[src/rtl/spi_cmd_slave.sv]
// spi_cmd_slave: SPI mode-0 command receiver for the pulse-generator register file.
// It turns MOSI bytes into register writes, immediate commands, and register reads
// that are returned on MISO. sclk, cs_n and mosi are asynchronous to clk_in.
`timescale 1ns/1ps

module spi_cmd_slave #(
  parameter int DATA_BYTES  = 2,
  parameter int ADDR_W      = 5,
  parameter int TIMEOUT_CYC = 50000
) (
  input  logic                    clk_in,
  input  logic                    sys_rst_n,
  input  logic                    sclk,
  input  logic                    cs_n,
  input  logic                    mosi,
  output logic                    miso,
  output logic                    reg_wr_en,
  output logic [ADDR_W-1:0]       reg_addr,
  output logic [8*DATA_BYTES-1:0] reg_wdata,
  input  logic [8*DATA_BYTES-1:0] rd_data,
  output logic                    cmd_valid,
  output logic [5:0]              cmd_code,
  output logic                    frame_err
);

  localparam int W  = 8 * DATA_BYTES;
  localparam int TW = $clog2(TIMEOUT_CYC + 1);
  localparam logic [TW-1:0] TIMER_LAST = TW'(TIMEOUT_CYC - 1);
  localparam logic [2:0]    LAST_BYTE  = 3'(DATA_BYTES - 1);

  typedef enum logic [1:0] {
    IDLE   = 2'd0,
    WR_PAY = 2'd1,
    RD_PAY = 2'd2
  } state_t;

  // synchroniser and edge-detect registers
  logic sclk_s1, sclk_s2, sclk_d;
  logic cs_s1, cs_s2;
  logic mosi_s1, mosi_s2;
  logic sclk_rise, sclk_fall;

  // deserialiser
  logic [2:0] bit_cnt;
  logic [6:0] rx_shift;
  logic [7:0] byte_data;
  logic       byte_strobe;

  // frame decoder
  state_t          state;
  logic [2:0]      byte_cnt;
  logic [TW-1:0]   timer;
  logic [W-1:0]    pay_acc;
  logic [W-1:0]    wr_word;
  logic [W-1:0]    rd_swapped;
  logic [W-1:0]    tx_shift;
  logic            rd_load;
  logic            rise_seen;
  logic            timeout_hit;

  // Bring the SPI pins into the clk_in domain; cs_n idles deasserted.
  always_ff @(posedge clk_in or negedge sys_rst_n) begin
    if (!sys_rst_n) begin
      sclk_s1 <= 1'b0;
      sclk_s2 <= 1'b0;
      sclk_d  <= 1'b0;
      cs_s1   <= 1'b1;
      cs_s2   <= 1'b1;
      mosi_s1 <= 1'b0;
      mosi_s2 <= 1'b0;
    end else begin
      sclk_s1 <= sclk;
      sclk_s2 <= sclk_s1;
      sclk_d  <= sclk_s2;
      cs_s1   <= cs_n;
      cs_s2   <= cs_s1;
      mosi_s1 <= mosi;
      mosi_s2 <= mosi_s1;
    end
  end

  assign sclk_rise   = sclk_s2 & ~sclk_d;
  assign sclk_fall   = ~sclk_s2 & sclk_d;
  assign timeout_hit = (timer == TIMER_LAST);

  // Shift in MSB-first bits on SCLK rising edges and emit one strobe per full byte.
  always_ff @(posedge clk_in or negedge sys_rst_n) begin
    if (!sys_rst_n) begin
      bit_cnt     <= 3'd0;
      rx_shift    <= 7'd0;
      byte_data   <= 8'd0;
      byte_strobe <= 1'b0;
    end else begin
      byte_strobe <= 1'b0;
      if (cs_s2) begin
        bit_cnt <= 3'd0;
      end else if (sclk_rise) begin
        rx_shift <= {rx_shift[5:0], mosi_s2};
        if (bit_cnt == 3'd7) begin
          byte_data   <= {rx_shift, mosi_s2};
          byte_strobe <= 1'b1;
          bit_cnt     <= 3'd0;
        end else begin
          bit_cnt <= bit_cnt + 3'd1;
        end
      end
    end
  end

  // Merge the incoming payload byte into its little-endian slot of the write word.
  always_comb begin
    wr_word = pay_acc;
    wr_word[8*byte_cnt +: 8] = byte_data;
  end

  // Reorder the read word so byte 0 leaves first when shifting out from the top bit.
  always_comb begin
    rd_swapped = '0;
    for (int i = 0; i < DATA_BYTES; i++) begin
      rd_swapped[8*(DATA_BYTES-1-i) +: 8] = rd_data[8*i +: 8];
    end
  end

  // Frame decoder: opcode dispatch, payload collection, read shifting and timeout.
  always_ff @(posedge clk_in or negedge sys_rst_n) begin
    if (!sys_rst_n) begin
      state     <= IDLE;
      byte_cnt  <= 3'd0;
      timer     <= '0;
      pay_acc   <= '0;
      tx_shift  <= '0;
      rd_load   <= 1'b0;
      rise_seen <= 1'b0;
      miso      <= 1'b0;
      reg_wr_en <= 1'b0;
      reg_addr  <= '0;
      reg_wdata <= '0;
      cmd_valid <= 1'b0;
      cmd_code  <= 6'd0;
      frame_err <= 1'b0;
    end else begin
      reg_wr_en <= 1'b0;
      cmd_valid <= 1'b0;
      frame_err <= 1'b0;
      rd_load   <= 1'b0;
      case (state)
        IDLE: begin
          timer <= '0;
          miso  <= 1'b0;
          if (byte_strobe) begin
            if (byte_data[7]) begin
              reg_addr <= byte_data[ADDR_W-1:0];
              byte_cnt <= 3'd0;
              pay_acc  <= '0;
              state    <= WR_PAY;
            end else if (byte_data[6]) begin
              reg_addr <= byte_data[ADDR_W-1:0];
              byte_cnt <= 3'd0;
              rd_load  <= 1'b1;
              state    <= RD_PAY;
            end else begin
              cmd_code  <= byte_data[5:0];
              cmd_valid <= 1'b1;
            end
          end
        end

        WR_PAY: begin
          if (byte_strobe) begin
            timer <= '0;
            if (byte_cnt == LAST_BYTE) begin
              reg_wdata <= wr_word;
              reg_wr_en <= 1'b1;
              state     <= IDLE;
            end else begin
              pay_acc  <= wr_word;
              byte_cnt <= byte_cnt + 3'd1;
            end
          end else if (timeout_hit) begin
            frame_err <= 1'b1;
            timer     <= '0;
            state     <= IDLE;
          end else begin
            timer <= timer + 1'b1;
          end
        end

        RD_PAY: begin
          // Only a falling edge that follows a host sampling edge advances the bit,
          // so the trailing fall of the opcode byte never skips the first bit.
          if (rd_load) begin
            miso      <= rd_swapped[W-1];
            tx_shift  <= rd_swapped << 1;
            rise_seen <= 1'b0;
          end else begin
            if (sclk_rise && !cs_s2) begin
              rise_seen <= 1'b1;
            end
            if (sclk_fall && rise_seen) begin
              miso      <= tx_shift[W-1];
              tx_shift  <= tx_shift << 1;
              rise_seen <= 1'b0;
            end
          end
          if (byte_strobe) begin
            timer <= '0;
            if (byte_cnt == LAST_BYTE) begin
              miso  <= 1'b0;
              state <= IDLE;
            end else begin
              byte_cnt <= byte_cnt + 3'd1;
            end
          end else if (timeout_hit) begin
            frame_err <= 1'b1;
            timer     <= '0;
            miso      <= 1'b0;
            state     <= IDLE;
          end else begin
            timer <= timer + 1'b1;
          end
        end

        default: begin
          state <= IDLE;
          miso  <= 1'b0;
        end
      endcase
    end
  end

endmodule
[config.mk]
export PLATFORM = sky130hd
export DESIGN_NAME = spi_cmd_slave
export DESIGN_NICKNAME = d
export VERILOG_FILES = /design/src/rtl/spi_cmd_slave.sv
export SDC_FILE = /design/constraint.sdc
export NUM_CORES = 1
export LEC_CHECK = 0
export ABC_AREA = 1
export BUFFER_PORTS_ARGS = -buffer_cell sky130_fd_sc_hd__buf_2
export CAP_MARGIN = 20
export CELL_PAD_IN_SITES_DETAIL_PLACEMENT = 1
export CELL_PAD_IN_SITES_GLOBAL_PLACEMENT = 1
export CORE_MARGIN = 1.5
export CORE_UTILIZATION = 39
export CTS_BUF_LIST = sky130_fd_sc_hd__clkbuf_4 sky130_fd_sc_hd__clkbuf_8
export DETAILED_ROUTE_END_ITERATION = 7
export HOLD_SLACK_MARGIN = 0.08
export PLACE_DENSITY = 0.79
export REMOVE_ABC_BUFFERS = 1
export SLEW_MARGIN = 20
export SYNTH_ARGS = -nofsm -noshare
export SYNTH_HDL_FRONTEND = slang
export SYNTH_SLANG_ARGS = --single-unit
[constraint.sdc]
create_clock -name clk_in -period 1.9 [get_ports clk_in]
set_input_delay 0.095 -clock clk_in [delete_from_list [all_inputs] [get_ports clk_in]]
set_output_delay 0.095 -clock clk_in [all_outputs]
set_load 0.005 [all_outputs]
* Word level (Yosys, flattened, before mapping)
Cells that the tools add are included. W data, S select, Z words.
Cells by class: equal/unequal tests 14, multiplexer cells 55, order comparisons 0, shift-type cells 2, multipliers 0, bitwise gates (word level) 7, add/sub/neg operators 4, divide/modulo/power cells 0, reductions and logical operators 21
Operator list (count):
- $mux W16 | 8
- $pmux W16 S2 | 2
- $neg A6 Y34 | 1
- $shift A8 B34 Y16 const A | 1
- $shiftx A8 B34 Y16 | 1
- $mux W1 | 25
- $mux W3 | 8
- $add A16 B1 Y16 const B | 1
- $bwmux W16 | 1
- $eq A16 B16 Y1 const B | 1
- $mux W2 | 6
- $mux W5 | 2
- $ne A2 B2 Y1 const B | 5
- $reduce_and A5 Y1 | 2
- $reduce_bool A2 Y1 | 5
- $reduce_and A3 Y1 | 3
- $reduce_and A4 Y1 | 2
- $add A3 B1 Y3 const B | 2
- $pmux W3 S2 | 1
- $reduce_and A2 Y1 | 3
- $not A1 Y1 | 5
- $pmux W2 S2 | 1
- $eq A3 B1 Y1 const B | 1
- $eq A3 B3 Y1 const B | 1
- other kinds (13) | 15
Storage, ports and cells: bits in read-only memories 0, memories 0, bits in latches 0, memory bits (writable) 0, flip-flop bits (word level) 112, output and inout bits 31, word-level logic and storage cells 128

* Logic depth before layout (Yosys ltp)
word-level depth 8, mapped depth 11

* Worst setup path after synthesis
No wires, ideal clock.
kind flip-flop to flip-flop, start register byte_cnt[0], end register reg_wdata[14], setup time 0.125 ns, stages on the path, launching flop included 10, period minus slack after synthesis 1.949 ns, slack -0.049 ns, path buffers 1, arrival 1.824 ns, required time 1.775 ns, path through dfrtp_1 > inv_1 > ha_1 > inv_1 > ha_1 > nand4_4 > buf_6 > nand2_1 > o21ai_0 > mux2_2
On the way: longest elaborated chain between the ends 3, elaborated cells between the ends (all ways) 6, those cells by class add/sub (1); eq/ne (1); shift (2); mux (1); reduce/logical (1)
Ends and longest elaborated chain:
- start, declared | line 51 | logic [2:0] byte_cnt;
- start signal, assigned | line 177 | byte_cnt <= byte_cnt + 3'd1;
- start signal, assigned | line 211 | byte_cnt <= byte_cnt + 3'd1;
- $neg A6 Y34 | line 113 | wr_word[8*byte_cnt +: 8] = byte_data;
- $shiftx A8 B34 Y16 / $shift A8 B34 Y16 (equally long branches) | line 113
- $bwmux W16 | line 113
- end signal, assigned | line 172 | reg_wdata <= wr_word;
- end, declared | line 19 | output logic [8*DATA_BYTES-1:0] reg_wdata,
Several ways; a longest one is shown, not always the timed one. A chain may end at the register's enable or synchronous reset.

* Worst setup path after layout
start register byte_cnt[0], end register pay_acc[5]
On the way: longest elaborated chain between the ends 6, elaborated cells between the ends (all ways) 10, those cells by class add/sub (1); eq/ne (2); shift (2); mux (4); reduce/logical (1)
Ends and longest elaborated chain:
- $neg A6 Y34 | line 113
- $shiftx A8 B34 Y16 / $shift A8 B34 Y16 (equally long branches) | line 113
- $bwmux W16 | line 113
- $mux W16 | line 171 | if (byte_cnt == LAST_BYTE) begin
- $mux W16 | line 169 | if (byte_strobe) begin
- $pmux W16 S2 | line 146 | case (state)
- end signal, assigned | line 176 | pay_acc <= wr_word;
- end, declared | line 53 | logic [W-1:0] pay_acc;
Several ways; a longest one is shown, not always the timed one. The select of a mux whose other input is x is not followed.

==> results_dict.tcl <==
set metrics [dict create \
    synthArstFlopShare_pct 100 \
    row_count 42 \
    final.setup.tns_ns 0 \
    syn_area_per_cell_sq_um 8.75 \
    post-synth-top-area-cell "dfrtp_1" \
    worst-endpoint-required_ns 2.17 \
    hold_path.class "in -> reg" \
    tightest_slew_ns 0.672 \
    min_delay_path_depth 3 \
    cts-buffers-inserted 9 \
    relative_slew_margins_pct 55.2 \
    grt_max_degree 48 \
    die_x_um 119 \
    ff2ff_setup_slack_ns 0.03 \
    detailed_place.area_sq_mm 0.00571 \
    area.growth.synth_to_final_pct 19.1 \
    vias 4238 \
    finalSetupViolations 0 \
    min-delay-start "rd_data[14]" \
    synth.top_cell.area_share_pct 52.4 \
    dp_hpwl_mm 8.95 \
    r2r-end "pay_acc[5]" \
    global_route.overflow_total 0 \
    detail-route-antenna-nets 0 \
    synth.most_common_cell "nand2_1" \
    fin_nets 711 \
    timing.hold.worst_endpoint "tx_shift[7]" \
    synth_area_leaders "dfrtp_1 52%, nand2_1 13%, o21ai_0 4.6%" \
    chipHeight_um 119 \
    timing.final.hold_violations 0 \
    number_of_global_route_vias_before_repair 4619 \
    root_buffer "clkbuf_8" \
    outcome "finished clean" \
    worst_ir_drop_vdd_v 0.000348 \
    number_of_flops_mapped_to_enable_cells_by_yosys 0 \
    post-route-min-period_ns 1.87 \
    clkLatencyLatePin_ns 0.39 \
    place.gp.congestion 0.830 \
    n_fill_cell 1623 \
    synthDistinctLibCells 38 \
    endpoint_kind "flip-flop" \
    max_cap_viol_count 0 \
    clkSinkCount 111 \
    synth_area_sq_mm 0.00521 \
    die_area_sq_mm 0.0141 \
    cts_tree "yes" \
    antenna_found_initial 0 \
    timing.final.max_slew_violations 0 \
    synthesis.yosys.warnings 0 \
    finalWirelength_mm 13.1 \
    flip_flop_cell_with_the_highest_count_after_synthesis "dfrtp_1" \
    drcViolationCount 0 \
    grtUsageTotal_pct 20.0 \
    first_pass_iters 4 \
    synthesis.instances 595 \
    launch_point_of_the_worst_reg_to_reg_path "byte_cnt[0]" \
    fin_area_sq_mm 0.00620 \
    static_leak_nw 3.10 \
    post-route-period-util_pct 98.3 \
    worst-endpoint-arrival_ns 2.14 \
    setup.worst_path.start_class "flip-flop" \
    post_route_cells_drive_above_1_share_pct 18.9 \
    core_region_area_sq_mm 0.0131 \
    worst_r2r_path_depth 9 \
    number_of_synthesized_register_bits 111 \
    cp_max_fo 4 \
    design.portCount 52 \
    synth-seq-area-share_pct 53.4 \
    antennaDiodeCount 0 \
    fmax_mhz 536 \
    grt_first_pass_wirelength_mm 22.5 \
    clk_pin_slew_worst_paths_ns 0.11 \
    clockBufferDepth 2 \
    fin_skew_ns 0.0106 \
    worstSetupPathType "reg -> reg" \
    drt_iter0_markers 185 \
    via_density 4.93 \
    io_buffers 51 \
    power_density_mw_per_mm2 684 \
    detail_route.wl_per_cell_um 15.2 \
    initial_core_util_pct 39.6 \
    synthTopCellsByCount "180 x nand2_1, 109 x dfrtp_1, 56 x inv_1, 48 x o21ai_0, 47 x nor2_1" \
    cts.htree.levels 3 \
]
what timing repair did:
item                                    in CTS  in global routing
pin swaps                                    2                  4
buffers inserted                             3                  0
hold endpoints to repair                    61                  0
gates resized for setup                      4                 13
hold buffers                                18                  0
cloned                                       1                  0
endpoints found under the setup margin      24                 26
where the power goes:
group	internal, W	leakage (nW)	switching (W)
Combinational	0.0000690	1.54	0.0000935
Clock	0.000816	0.120	0.000828
Sequential	0.00240	1.45	0.0000302
Total	0.00329	3.10	0.000952
cell type report:
class,count,area [sq um],area share [%]
Timing Repair Buffer,85,594,9.58
Sequential cell,111,2780,44.8
Tap cell,176,220,3.55
Clock inverter,5,78.8,1.27
Inverter,66,250,4.03
Clock buffer,11,151,2.44
Multi-Input combinational cell,406,2130,34.3
worst max-delay path by stage:
stage          depth (start not counted)   startpoint            end  slack (ns)
2_1_floorplan                          8  byte_cnt[0]  reg_wdata[10]        0.02
3_3_place_gp                           8  byte_cnt[0]  reg_wdata[12]        0.06
3_5_place_dp                           9  byte_cnt[0]     pay_acc[5]       -0.04
4_1_cts                                9  byte_cnt[0]     pay_acc[5]        0.07
5_1_grt                                9  byte_cnt[0]     pay_acc[2]       -0.04
6_report                               9  byte_cnt[0]     pay_acc[5]        0.03
sequential cells by signal, indices dropped and copies added, names as in the netlist, 2 cells and up:
signal,flops
cmd_code,6
byte_cnt,3
state,2
byte_data,8
bit_cnt,3
tx_shift,15
timer,16
reg_addr,5
reg_wdata,16
rx_shift,7
pay_acc,16
layer usage:
metal  share of wire [%]  wire length (um)  vias up  GRT usage, %
met2                  51              6600       46          34.4
li1                    -                 -     2082             -
met4                 1.6               210        0          7.30
met1                  46              5980     2096          25.5
met3                 2.2               284       14          3.09
met5                   0                 0        -             0
cell families (layout without fill, tap and decap cells):
group / after synthesis / count (layout) / synth area share, %
mux: 8 / 8 / 1.73
compound gates: 84 / 84 / 8.70
simple gates: 298 / 299 / 26.2
fa+ha+maj: 11 / 11 / 2.64
buf+inv: 79 / 167 / 6.63
flops: 111 / 111 / 53.4
xor+xnor: 4 / 4 / 0.673
per-stage QoR:
step	util (%)	hold WS [ns]	total power (W)	cells	setup slack (ns)
detailed placement	43.5	0.173	0.00262	822	-0.0422
finish	47.2	0.0900	0.00424	860	0.0332
CTS	47.0	0.0902	0.00429	860	0.0706
global route	47.2	0.145	0.00440	860	-0.0370
floorplan	-	-0.201	0.00251	582	0.0191
global placement	43.5	0.166	0.00260	822	0.0624
critical path: stages (launching register included):
cell	delay, ns
dfrtp_1	0.41
inv_2	0.09
ha_4	0.12
inv_1	0.05
ha_4	0.25
nor3_4	0.31
buf_6	0.16
nand4_1	0.15
nand3_1	0.13
o21ai_1	0.07
layout by cell type, fill, tap and decap left out, types with 2 or more instances in the layout:
cell and count:
nand2_1 180, dfrtp_1 109, inv_1 54, buf_2 50, nor2_1 47, o21ai_0 41, nand3_1 32, o21ai_1 19
dlygate4sd3_1 18, nand4_1 15, buf_4 12, clkbuf_8 11, inv_2 10, ha_1 9, a31oi_1 8, a21oi_1 8
mux2_2 8, o211ai_1 5, nor3_1 4, xor2_1 4, nand3_4 3, nor2_2 3, buf_6 3, nor2_8 2
nor2_4 2, nor3_4 2, or2_2 2, nand3_2 2, ha_4 2, bufinv_16 2, clkinv_2 2, dfstp_2 2
buf_12 2
Note: power is estimated with default switching activity, not from simulation.
